`config.mk`:
```
export PLATFORM = sky130hd
export DESIGN_NAME = datapath_sequencer
export DESIGN_NICKNAME = d
export VERILOG_FILES = /design/src/rtl/datapath_seq_pkg.sv /design/src/rtl/seq_decoder.sv /design/src/rtl/datapath_sequencer.sv
export SDC_FILE = /design/constraint.sdc
export NUM_CORES = 1
export LEC_CHECK = 0
export BUFFER_PORTS_ARGS = -buffer_cell sky130_fd_sc_hd__buf_2
export CAP_MARGIN = 20
export CORE_MARGIN = 2
export CORE_UTILIZATION = 55
export DETAILED_ROUTE_END_ITERATION = 10
export PLACE_DENSITY = 0.82
export SLEW_MARGIN = 20
export SYNTH_ARGS = -nofsm -noshare
export SYNTH_HDL_FRONTEND = slang
export SYNTH_SLANG_ARGS = --single-unit
```
`constraint.sdc`:
```
create_clock -name clk -period 4.86 [get_ports clk]
set_input_delay 0 -clock clk [delete_from_list [all_inputs] [get_ports clk]]
set_output_delay 0 -clock clk [all_outputs]
set_load 0.05 [all_outputs]
```
`src/rtl/datapath_seq_pkg.sv`:
```
// Shared opcodes, field positions, FSM states and decode bundle
// for the datapath sequencer.
package datapath_seq_pkg;

  localparam int PC_W_DEF = 8;

  localparam logic [2:0] ALU_ADD_DEF = 3'b000;
  localparam logic [2:0] ALU_SUB_DEF = 3'b001;

  localparam logic [3:0] OP_ADDI = 4'h8;
  localparam logic [3:0] OP_LI   = 4'h9;
  localparam logic [3:0] OP_LW   = 4'hA;
  localparam logic [3:0] OP_SW   = 4'hB;
  localparam logic [3:0] OP_BEQ  = 4'hC;
  localparam logic [3:0] OP_J    = 4'hD;
  localparam logic [3:0] OP_NOP  = 4'hE;
  localparam logic [3:0] OP_HALT = 4'hF;

  localparam int F_OP_HI  = 15;
  localparam int F_OP_LO  = 12;
  localparam int F_A_HI   = 11;
  localparam int F_A_LO   = 10;
  localparam int F_B_HI   = 9;
  localparam int F_B_LO   = 8;
  localparam int F_C_HI   = 7;
  localparam int F_C_LO   = 6;
  localparam int F_IMM_HI = 7;
  localparam int F_IMM_LO = 0;

  typedef enum logic [2:0] {
    S_IDLE,
    S_FETCH,
    S_DECODE,
    S_EXEC,
    S_MEM,
    S_WB,
    S_HALT
  } state_t;

  typedef enum logic [2:0] {
    CL_WB,
    CL_MEM,
    CL_BEQ,
    CL_JMP,
    CL_NEXT,
    CL_HALT
  } iclass_t;

  typedef struct packed {
    logic [1:0] rd0;
    logic [1:0] rd1;
    logic [1:0] wr;
    logic       src1;
    logic       src2;
    logic [2:0] alu_op;
    logic [7:0] imm;
    logic       load;
    logic       ovf_chk;
  } ctrl_t;

endpackage

```
`src/rtl/seq_decoder.sv`:
```
// Combinational instruction decoder: instruction register in,
// control bundle and execution class out.
module seq_decoder
  import datapath_seq_pkg::*;
#(
  parameter logic [2:0] ALU_ADD_OP = ALU_ADD_DEF,
  parameter logic [2:0] ALU_SUB_OP = ALU_SUB_DEF
) (
  input  logic [15:0] ir,
  output ctrl_t       ctrl,
  output iclass_t     iclass
);

  logic [3:0] op;
  logic [1:0] fa;
  logic [1:0] fb;
  logic [1:0] fc;

  assign op = ir[F_OP_HI:F_OP_LO];
  assign fa = ir[F_A_HI:F_A_LO];
  assign fb = ir[F_B_HI:F_B_LO];
  assign fc = ir[F_C_HI:F_C_LO];

  always_comb begin
    ctrl        = '0;
    ctrl.alu_op = ALU_ADD_OP;
    ctrl.imm    = ir[F_IMM_HI:F_IMM_LO];
    iclass      = CL_NEXT;
    unique case (1'b1)
      !op[3]: begin
        ctrl.wr      = fa;
        ctrl.rd0     = fb;
        ctrl.rd1     = fc;
        ctrl.alu_op  = op[2:0];
        ctrl.ovf_chk = 1'b1;
        iclass       = CL_WB;
      end
      op == OP_ADDI: begin
        ctrl.wr      = fa;
        ctrl.rd0     = fb;
        ctrl.src2    = 1'b1;
        ctrl.ovf_chk = 1'b1;
        iclass       = CL_WB;
      end
      op == OP_LI: begin
        ctrl.wr   = fa;
        ctrl.src1 = 1'b1;
        ctrl.src2 = 1'b1;
        iclass    = CL_WB;
      end
      op == OP_LW: begin
        ctrl.wr   = fa;
        ctrl.rd0  = fb;
        ctrl.src2 = 1'b1;
        ctrl.load = 1'b1;
        iclass    = CL_MEM;
      end
      op == OP_SW: begin
        ctrl.rd0  = fb;
        ctrl.rd1  = fa;
        ctrl.src2 = 1'b1;
        iclass    = CL_MEM;
      end
      op == OP_BEQ: begin
        ctrl.rd0    = fb;
        ctrl.rd1    = fa;
        ctrl.alu_op = ALU_SUB_OP;
        iclass      = CL_BEQ;
      end
      op == OP_J:    iclass = CL_JMP;
      op == OP_HALT: iclass = CL_HALT;
      default:       iclass = CL_NEXT;
    endcase
  end

endmodule

```
`src/rtl/datapath_sequencer.sv`:
```
// Multicycle sequencer driving the 8-bit datapath control strobes.
// Optional overflow trap: define DATAPATH_SEQ_OVF_TRAP_EN.
module datapath_sequencer
  import datapath_seq_pkg::*;
#(
  parameter int         PC_W       = PC_W_DEF,
  parameter logic [2:0] ALU_ADD_OP = ALU_ADD_DEF,
  parameter logic [2:0] ALU_SUB_OP = ALU_SUB_DEF
) (
  input  logic            clk,
  input  logic            rst_general_n,
  input  logic            start,
  output logic [PC_W-1:0] imem_addr,
  input  logic [15:0]     imem_data,
  input  logic            alu_zero,
  input  logic            alu_ovf,
  output logic            reg_wr,
  output logic            reg_rd,
  output logic [1:0]      rd0_addr,
  output logic [1:0]      rd1_addr,
  output logic [1:0]      wr_addr,
  output logic            alu_src1,
  output logic            alu_src2,
  output logic [2:0]      alu_op,
  output logic [7:0]      imm,
  output logic            mem_write,
  output logic            mem_to_reg,
  output logic            busy,
  output logic            halted,
  output logic            trap,
  output logic [15:0]     retired
);

  state_t          state;
  state_t          state_nx;
  iclass_t         iclass;
  ctrl_t           ctrl;
  logic [PC_W-1:0] pc;
  logic [PC_W-1:0] pc_nx;
  logic [PC_W-1:0] pc_inc;
  logic [PC_W-1:0] br_off;
  logic [15:0]     ir;
  logic            restart;
  logic            retire;
  logic            trap_hit;

  seq_decoder #(
    .ALU_ADD_OP(ALU_ADD_OP),
    .ALU_SUB_OP(ALU_SUB_OP)
  ) u_dec (
    .ir    (ir),
    .ctrl  (ctrl),
    .iclass(iclass)
  );

  assign restart = start & (state == S_IDLE || state == S_HALT);
  assign pc_inc  = pc + PC_W'(1);
  assign br_off  = PC_W'($signed(ctrl.imm));

`ifdef DATAPATH_SEQ_OVF_TRAP_EN
  assign trap_hit = (state == S_EXEC) & ctrl.ovf_chk & alu_ovf;

  always_ff @(posedge clk or negedge rst_general_n) begin
    if (!rst_general_n) trap <= 1'b0;
    else if (restart)   trap <= 1'b0;
    else if (trap_hit)  trap <= 1'b1;
  end
`else
  logic unused_ovf;
  assign unused_ovf = alu_ovf ^ ctrl.ovf_chk;
  assign trap_hit   = 1'b0;
  assign trap       = 1'b0;
`endif

  always_ff @(posedge clk or negedge rst_general_n) begin
    if (!rst_general_n) state <= S_IDLE;
    else                state <= state_nx;
  end

  always_comb begin
    state_nx = state;
    unique case (state)
      S_IDLE, S_HALT: if (start) state_nx = S_FETCH;
      S_FETCH:        state_nx = S_DECODE;
      S_DECODE:       state_nx = S_EXEC;
      S_EXEC: begin
        unique case (iclass)
          CL_WB:   state_nx = trap_hit ? S_HALT : S_WB;
          CL_MEM:  state_nx = S_MEM;
          CL_HALT: state_nx = S_HALT;
          default: state_nx = S_FETCH;
        endcase
      end
      S_MEM:   state_nx = ctrl.load ? S_WB : S_FETCH;
      S_WB:    state_nx = S_FETCH;
      default: state_nx = S_IDLE;
    endcase
  end

  // A trapped R/ADDI never reaches WB, so pc and retired stay put.
  always_comb begin
    pc_nx  = pc;
    retire = 1'b0;
    unique case (state)
      S_IDLE, S_HALT: if (start) pc_nx = '0;
      S_EXEC: begin
        unique case (iclass)
          CL_BEQ: begin
            pc_nx  = alu_zero ? pc_inc + br_off : pc_inc;
            retire = 1'b1;
          end
          CL_JMP: begin
            pc_nx  = PC_W'(ctrl.imm);
            retire = 1'b1;
          end
          CL_NEXT: begin
            pc_nx  = pc_inc;
            retire = 1'b1;
          end
          CL_HALT: retire = 1'b1;
          default: retire = 1'b0;
        endcase
      end
      S_MEM: begin
        if (!ctrl.load) begin
          pc_nx  = pc_inc;
          retire = 1'b1;
        end
      end
      S_WB: begin
        pc_nx  = pc_inc;
        retire = 1'b1;
      end
      default: pc_nx = pc;
    endcase
  end

  always_ff @(posedge clk or negedge rst_general_n) begin
    if (!rst_general_n) begin
      pc      <= '0;
      ir      <= '0;
      retired <= '0;
    end else begin
      pc <= pc_nx;
      if (state == S_DECODE) ir <= imem_data;
      if (retire) retired <= retired + 16'd1;
    end
  end

  always_comb begin
    reg_rd     = 1'b0;
    rd0_addr   = '0;
    rd1_addr   = '0;
    wr_addr    = '0;
    alu_src1   = 1'b0;
    alu_src2   = 1'b0;
    alu_op     = '0;
    imm        = '0;
    mem_write  = 1'b0;
    reg_wr     = 1'b0;
    mem_to_reg = 1'b0;
    unique case (state)
      S_EXEC, S_MEM, S_WB: begin
        reg_rd   = 1'b1;
        rd0_addr = ctrl.rd0;
        rd1_addr = ctrl.rd1;
        wr_addr  = ctrl.wr;
        alu_src1 = ctrl.src1;
        alu_src2 = ctrl.src2;
        alu_op   = ctrl.alu_op;
        imm      = ctrl.imm;
        mem_write  = (state == S_MEM) & ~ctrl.load;
        reg_wr     = (state == S_WB);
        mem_to_reg = (state == S_WB) & ctrl.load;
      end
      default: reg_rd = 1'b0;
    endcase
  end

  assign imem_addr = pc;
  assign busy      = !(state == S_IDLE || state == S_HALT);
  assign halted    = (state == S_HALT);

endmodule

```
# Word level (Yosys, flattened, before mapping)
# Index checks and enable logic that the tools add are counted.
[word_totals] register_bits=43 input_bits=21 out_inout_bits=50 elab_cells=78
[op_classes] addsub=3 eq_ne=21 n_mux=31 bitwise_logic=3 n_reduce_logical=16
[ops] cell="$mux 8" count=4
[ops] cell="$pmux 8 s4" count=1
[ops] cell="$eq 4x4->1 const B" count=7
[ops] cell="$pmux 8 s3" count=1
[ops] cell="$pmux 3 s6" count=1
[ops] cell="$add 16x1->16 const B" count=1
[ops] cell="$eq 3x3->1 const B" count=5
[ops] cell="$pmux 3 s5" count=1
[ops] cell="$eq 3x2->1 const B" count=4
[ops] cell="$reduce_or 4->1" count=3
[ops] cell="$mux 1" count=11
[ops] cell="$mux 2" count=5
[ops] cell="$mux 3" count=3
[ops] cell="$pmux 3 s3" count=1
[ops] cell="$add 8x1->8 const B" count=1
[ops] cell="$add 8x8->8" count=1
[ops] cell="$eq 3x1->1 const B" count=2
[ops] cell="$logic_not 3->1" count=2
[ops] cell="$pmux 3 s2" count=1
[ops] cell="$reduce_or 2->1" count=3
[ops] cell="$reduce_or 3->1" count=2
[ops] cell="$reduce_or 5->1" count=1
[ops] cell="$ne 2x2->1 const B" count=2
[ops] cell="$ne 4x4->1 const B" count=1
[ops] cell="other kinds (8)" count=10

# Longest topological paths before layout
[logic_depth] depth_word=7 mapped_depth=10 ltp_nobuf=10

# Cells and area by module
# A second synthesis with hierarchy kept.
[hier_totals] hier_cells=323 hier_area_um2=3057.9
[modules_own_cells] mod="datapath_sequencer" n_inst=1 cells_per_inst=283 area_per_inst_um2=2782.7 seq_area_each_um2=1076.0
[modules_own_cells] mod="seq_decoder" n_inst=1 cells_per_inst=40 area_per_inst_um2=275.3 seq_area_each_um2=0.0

# Least setup slack after synthesis
# OpenSTA, ideal clock, no wires.
[synth_path] kind="register to output" from="register state[2]" to="output port alu_src1" arrival_time_ns=2.969 required_ns=4.860 slack_ns=1.891 stages_incl_launch_ff=7 path_buffers=2 path_cell_list="dfrtp_1 > buf_2 > and3b_1 > buf_2 > nor2_1 > nor3b_1 > nor2b_1"
[synth_via] elab_chain_len=3 word_cells_on_any_way=5 cone_classes="eq/ne (3); mux (1); reduce/logical (1)"
[synth_rtl] element="start, declared" line="datapath_sequencer.sv:34" text="state_t state;"
[synth_rtl] element="start signal, assigned" line="datapath_sequencer.sv:77" text="else state <= state_nx;"
[synth_rtl] element="$eq 3x3->1 / $eq 3x2->1 (equally long branches)" line="datapath_sequencer.sv:162" text="unique case (state)"
[synth_rtl] element="$reduce_or 3->1 (*)" line="datapath_sequencer.sv:162"
[synth_rtl] element="$mux 1 (*)" line="datapath_sequencer.sv:162"
[synth_rtl] element="end, declared" line="datapath_sequencer.sv:22" text="output logic alu_src1,"
# Every way passes the cells marked *; elsewhere a longest branch is shown, timed or not.

# Worst setup path in the final report
[layout_path] from="register pc[0] (netlist: imem_addr[0])" to="register pc[7] (netlist: imem_addr[7])"
[layout_via] elab_chain_len=5 word_cells_on_any_way=6 cone_classes="add/sub (2); mux (4)"
[layout_rtl] element="start, declared" line="datapath_sequencer.sv:38" text="logic [PC_W-1:0] pc;"
[layout_rtl] element="start signal, assigned" line="datapath_sequencer.sv:144" text="pc <= pc_nx;"
[layout_rtl] element="$add 8x1->8 (*)" line="datapath_sequencer.sv:57" text="assign pc_inc = pc + PC_W'(1);"
[layout_rtl] element="$add 8x8->8" line="datapath_sequencer.sv:109" text="pc_nx = alu_zero ? pc_inc + br_off : pc_inc;"
[layout_rtl] element="$mux 8" line="datapath_sequencer.sv:109"
[layout_rtl] element="$pmux 8 s3" line="datapath_sequencer.sv:107" text="unique case (iclass)"
[layout_rtl] element="$pmux 8 s4 (*)" line="datapath_sequencer.sv:104" text="unique case (state)"
# Every way passes the cells marked *; elsewhere a longest branch is shown, timed or not. The select of a mux whose other input is x is not followed.
# A chain may end at the register's enable or synchronous reset.

==> results.json <==
{
  "fp.dieH_um": 77.5,
  "tightest_slew_ps": 947,
  "diodes": 0,
  "gp_congestion": 0.911,
  "multi_input_area_um2": 1760,
  "drv_cap": 0,
  "cts_root_buf": "clkbuf_8",
  "start_kind": "flop",
  "clkLatencyLatePin_ps": 310,
  "seqPwrFrac_pct": 25.5,
  "place_hpwl_um": 5160,
  "wire_per_inst_um": 15.5,
  "grt_max_degree": 44,
  "ios": 71,
  "dieArea_um2": 6010,
  "r2r_cells": 10,
  "synth_seq_cells": 43,
  "ant_nets": 0,
  "routed_wl_um": 7290,
  "start_util_pct": 57.5,
  "setup_violations": 0,
  "grt_pass1_vias": 2614,
  "rows": 26,
  "synthArstFlopShare_pct": 100,
  "p_leak_nw": 1.66,
  "power_frac_comb_pct": 64.2,
  "clock_sinks": 43,
  "worst-setup-path-type": "flop to flop",
  "worstSetupEndpointType": "flop",
  "path_depth": 10,
  "setup_tns_ps": 0,
  "yosys_warnings": 0,
  "slowest_delay_ps": 460,
  "synth_area_um2": 2970,
  "clk_pin_slew_ps": 90,
  "critPathSlowestCell": "dfrtp_1",
  "nets": 430,
  "overflow": 0,
  "yosysUniqueCellTypes": 58,
  "worstPathCellList": "ha_1, nand3_1, xor2_1, inv_1, ha_1, nor4_1, o21ai_1, a21o_1, a311oi_1, a211oi_1",
  "critPathTopFamily": "compound AO/OA/AOI/OAI gates",
  "p_per_area_nw_per_um2": 759,
  "core-area_um2": 5170,
  "critPathMaxFanout": 7,
  "cts_buffer_depth": 2,
  "htree_levels": 2,
  "cpMostUsedCell": "ha_1",
  "viasPerCell": 5.82,
  "p_int_w": 0.00123,
  "cp_num_buf_inv": 1,
  "status": "complete, no violations",
  "drive_above_1_share_pct": 22.8,
  "n_fill_cell": 414,
  "area_growth_pct": 21.1,
  "postSynthCellCount": 323,
  "max_slew_margin_pct": 36.9,
  "synth_edf_count": 0,
  "final_area_um2": 3600,
  "fin_crit_sh_pct": 54.8,
  "place_area_um2": 3310,
  "seqCellArea_um2": 1080,
  "drt_first_pass_iters": 5,
  "post-place-ws_ps": 2330,
  "rsz0062_at_grt": "no",
  "critical_path_arrival_ps": 2850,
  "power_frac_clock_pct": 10.3,
  "io_buffers": 68,
  "power_switching_w": 0.00150,
  "cts_buffers": 5,
  "cp_data_required_time_ps": 5040,
  "min_path_type": "input pin to flop",
  "ir_worst_vdd_v": 0.000449,
  "ys_seq_area_share_pct": 36.2,
  "whs_path_depth": 4,
  "drt_iter0_markers": 177,
  "vias": 2728,
  "grt_pass1_wl_um": 12400,
  "fin_worst_skew_ps": 11.1,
  "drv_slew": 0,
  "gr-usage-all-layers_pct": 25.7,
  "avgSynthCellArea_um2": 9.20,
  "worst_slack_ps": 2200,
  "swShare_pct": 55.1,
  "drcViolationCount": 0,
  "yosys_most_used_dff": "dfrtp_1",
  "antenna_found_initial": 0,
  "period_minus_slack_ps": 2660,
  "cts_resized": 0,
  "fmax_ghz": 0.376,
  "regToRegSetupSlack_ps": 2200,
  "die_w_um": 77.5,
  "synth_fp_nets": 354,
  "cts_tree": "done",
  "finalHoldViolations": 0
}
## cell type report
type                    count  share of cell area (%)
clock buffers               5                    1.91
clock inverters             2                    1.04
inverters                  11                    1.15
multi-input cells         251                    48.9
flip-flops and latches     43                    29.9
well taps                  70                    2.43
repair buffers             87                    14.7
## cell usage after synthesis, drive strengths merged (2+ instances only)
cell     n  share of area (%)
dfrtp   43                 36
o21ai   26                4.5
nand2   20                2.6
xnor2   17                5.0
mux2    16                6.1
nand3   15                2.5
a21oi   14                2.4
and2    14                3.0
nor2b   14                2.9
nor2    13                1.6
buf     11                2.4
inv     10                1.3
ha       9                3.8
nand4    9                1.9
clkbuf   7               0.88
nand2b   7                1.5
a211oi   6                1.5
and3     6                1.3
nor3b    6                1.5
o22ai    5                1.1
xor2     5                1.5
a21o     4                1.0
nor3     4               0.84
a31oi    3               0.63
a32oi    3               0.88
mux2i    3                1.0
o211ai   3               0.76
o21bai   3               0.76
o31ai    3               0.76
a221o    2               0.67
o221a    2               0.76
o221ai   2               0.59
or3      2               0.42
## state kept, by name, summed over array words and instances (netlist names)
signal     cells
state          3
imem_addr      8
ir            16
retired       16
## worst reg2reg max path, delay by kind of cell, from the launching register on
kind,cells,cell delay (ps)
compound gates,4,800
fa+ha+maj,2,520
flops,1,460
simple gates,2,420
xor+xnor,1,250
buf+inv,1,90
## layer usage
metal | part of all wire, % | vias up | global-route usage, %
met5 | 0 | - | 0
met4 | 1.4 | 0 | 10.2
met3 | 5.9 | 12 | 4.77
met2 | 48 | 96 | 40.3
met1 | 45 | 1295 | 35.3
li1 | - | 1325 | -
## final timing paths
kind | end | startpoint
setup / recovery | imem_addr[7] | imem_addr[0]
min in group asynchronous | imem_addr[7] | rst_general_n
hold / removal | imem_addr[5] | alu_zero
max in group asynchronous | ir[5] | rst_general_n
setup reg to reg | imem_addr[7] | imem_addr[0]
hold reg to reg | retired[15] | retired[15]
## metrics by stage
stage / power, W / cells / hold WS, ps / util, %
3_5_place_dp: 0.00241 / 444 / 203 / 64.0
2_1_floorplan: 0.00206 / 323 / -296 / -
3_3_place_gp: 0.00237 / 444 / 197 / 64.0
6_report: 0.00273 / 469 / 209 / 69.6
4_1_cts: 0.00271 / 469 / 208 / 69.5
5_1_grt: 0.00292 / 469 / 255 / 69.6
## placed cells by master (no fill, tap or decap), types with 10 or more instances in the layout
cell type,netlist,layout
nand2_1,19,19
buf_2,6,68
xnor2_1,17,17
inv_1,10,10
nor2_1,13,12
and2_1,13,13
dlygate4sd3_1,0,18
nor2b_1,14,14
o21ai_0,22,22
dfrtp_1,43,43
a21oi_1,14,14
nand3_1,15,15
## timing repair
action	CTS	global route
endpoints found under the hold margin	60	0
hold buffers	18	0
setup buffers	0	0
## power by group through the flow
stage               registers (W)  clock network, W  logic (W)
global route             0.000728          0.000299    0.00189
CTS                      0.000692          0.000283    0.00173
detailed placement       0.000698                 0    0.00171
floorplan                0.000759                 0    0.00130
global placement         0.000689                 0    0.00168
finish                   0.000696          0.000282    0.00175
## logic make-up (layout without fill, tap and decap cells)
family / Yosys count / count (layout) / share of synthesized area (%)
buf+inv: 29 / 105 / 4.67
mux: 19 / 19 / 7.07
xor+xnor: 22 / 22 / 6.48
compound gates: 83 / 83 / 19.0
flops: 43 / 43 / 36.2
other cells: 1 / 1 / 0.126
simple gates: 116 / 116 / 22.0
fa+ha+maj: 10 / 10 / 4.46
No activity file was read; power rests on OpenSTA's default activity.
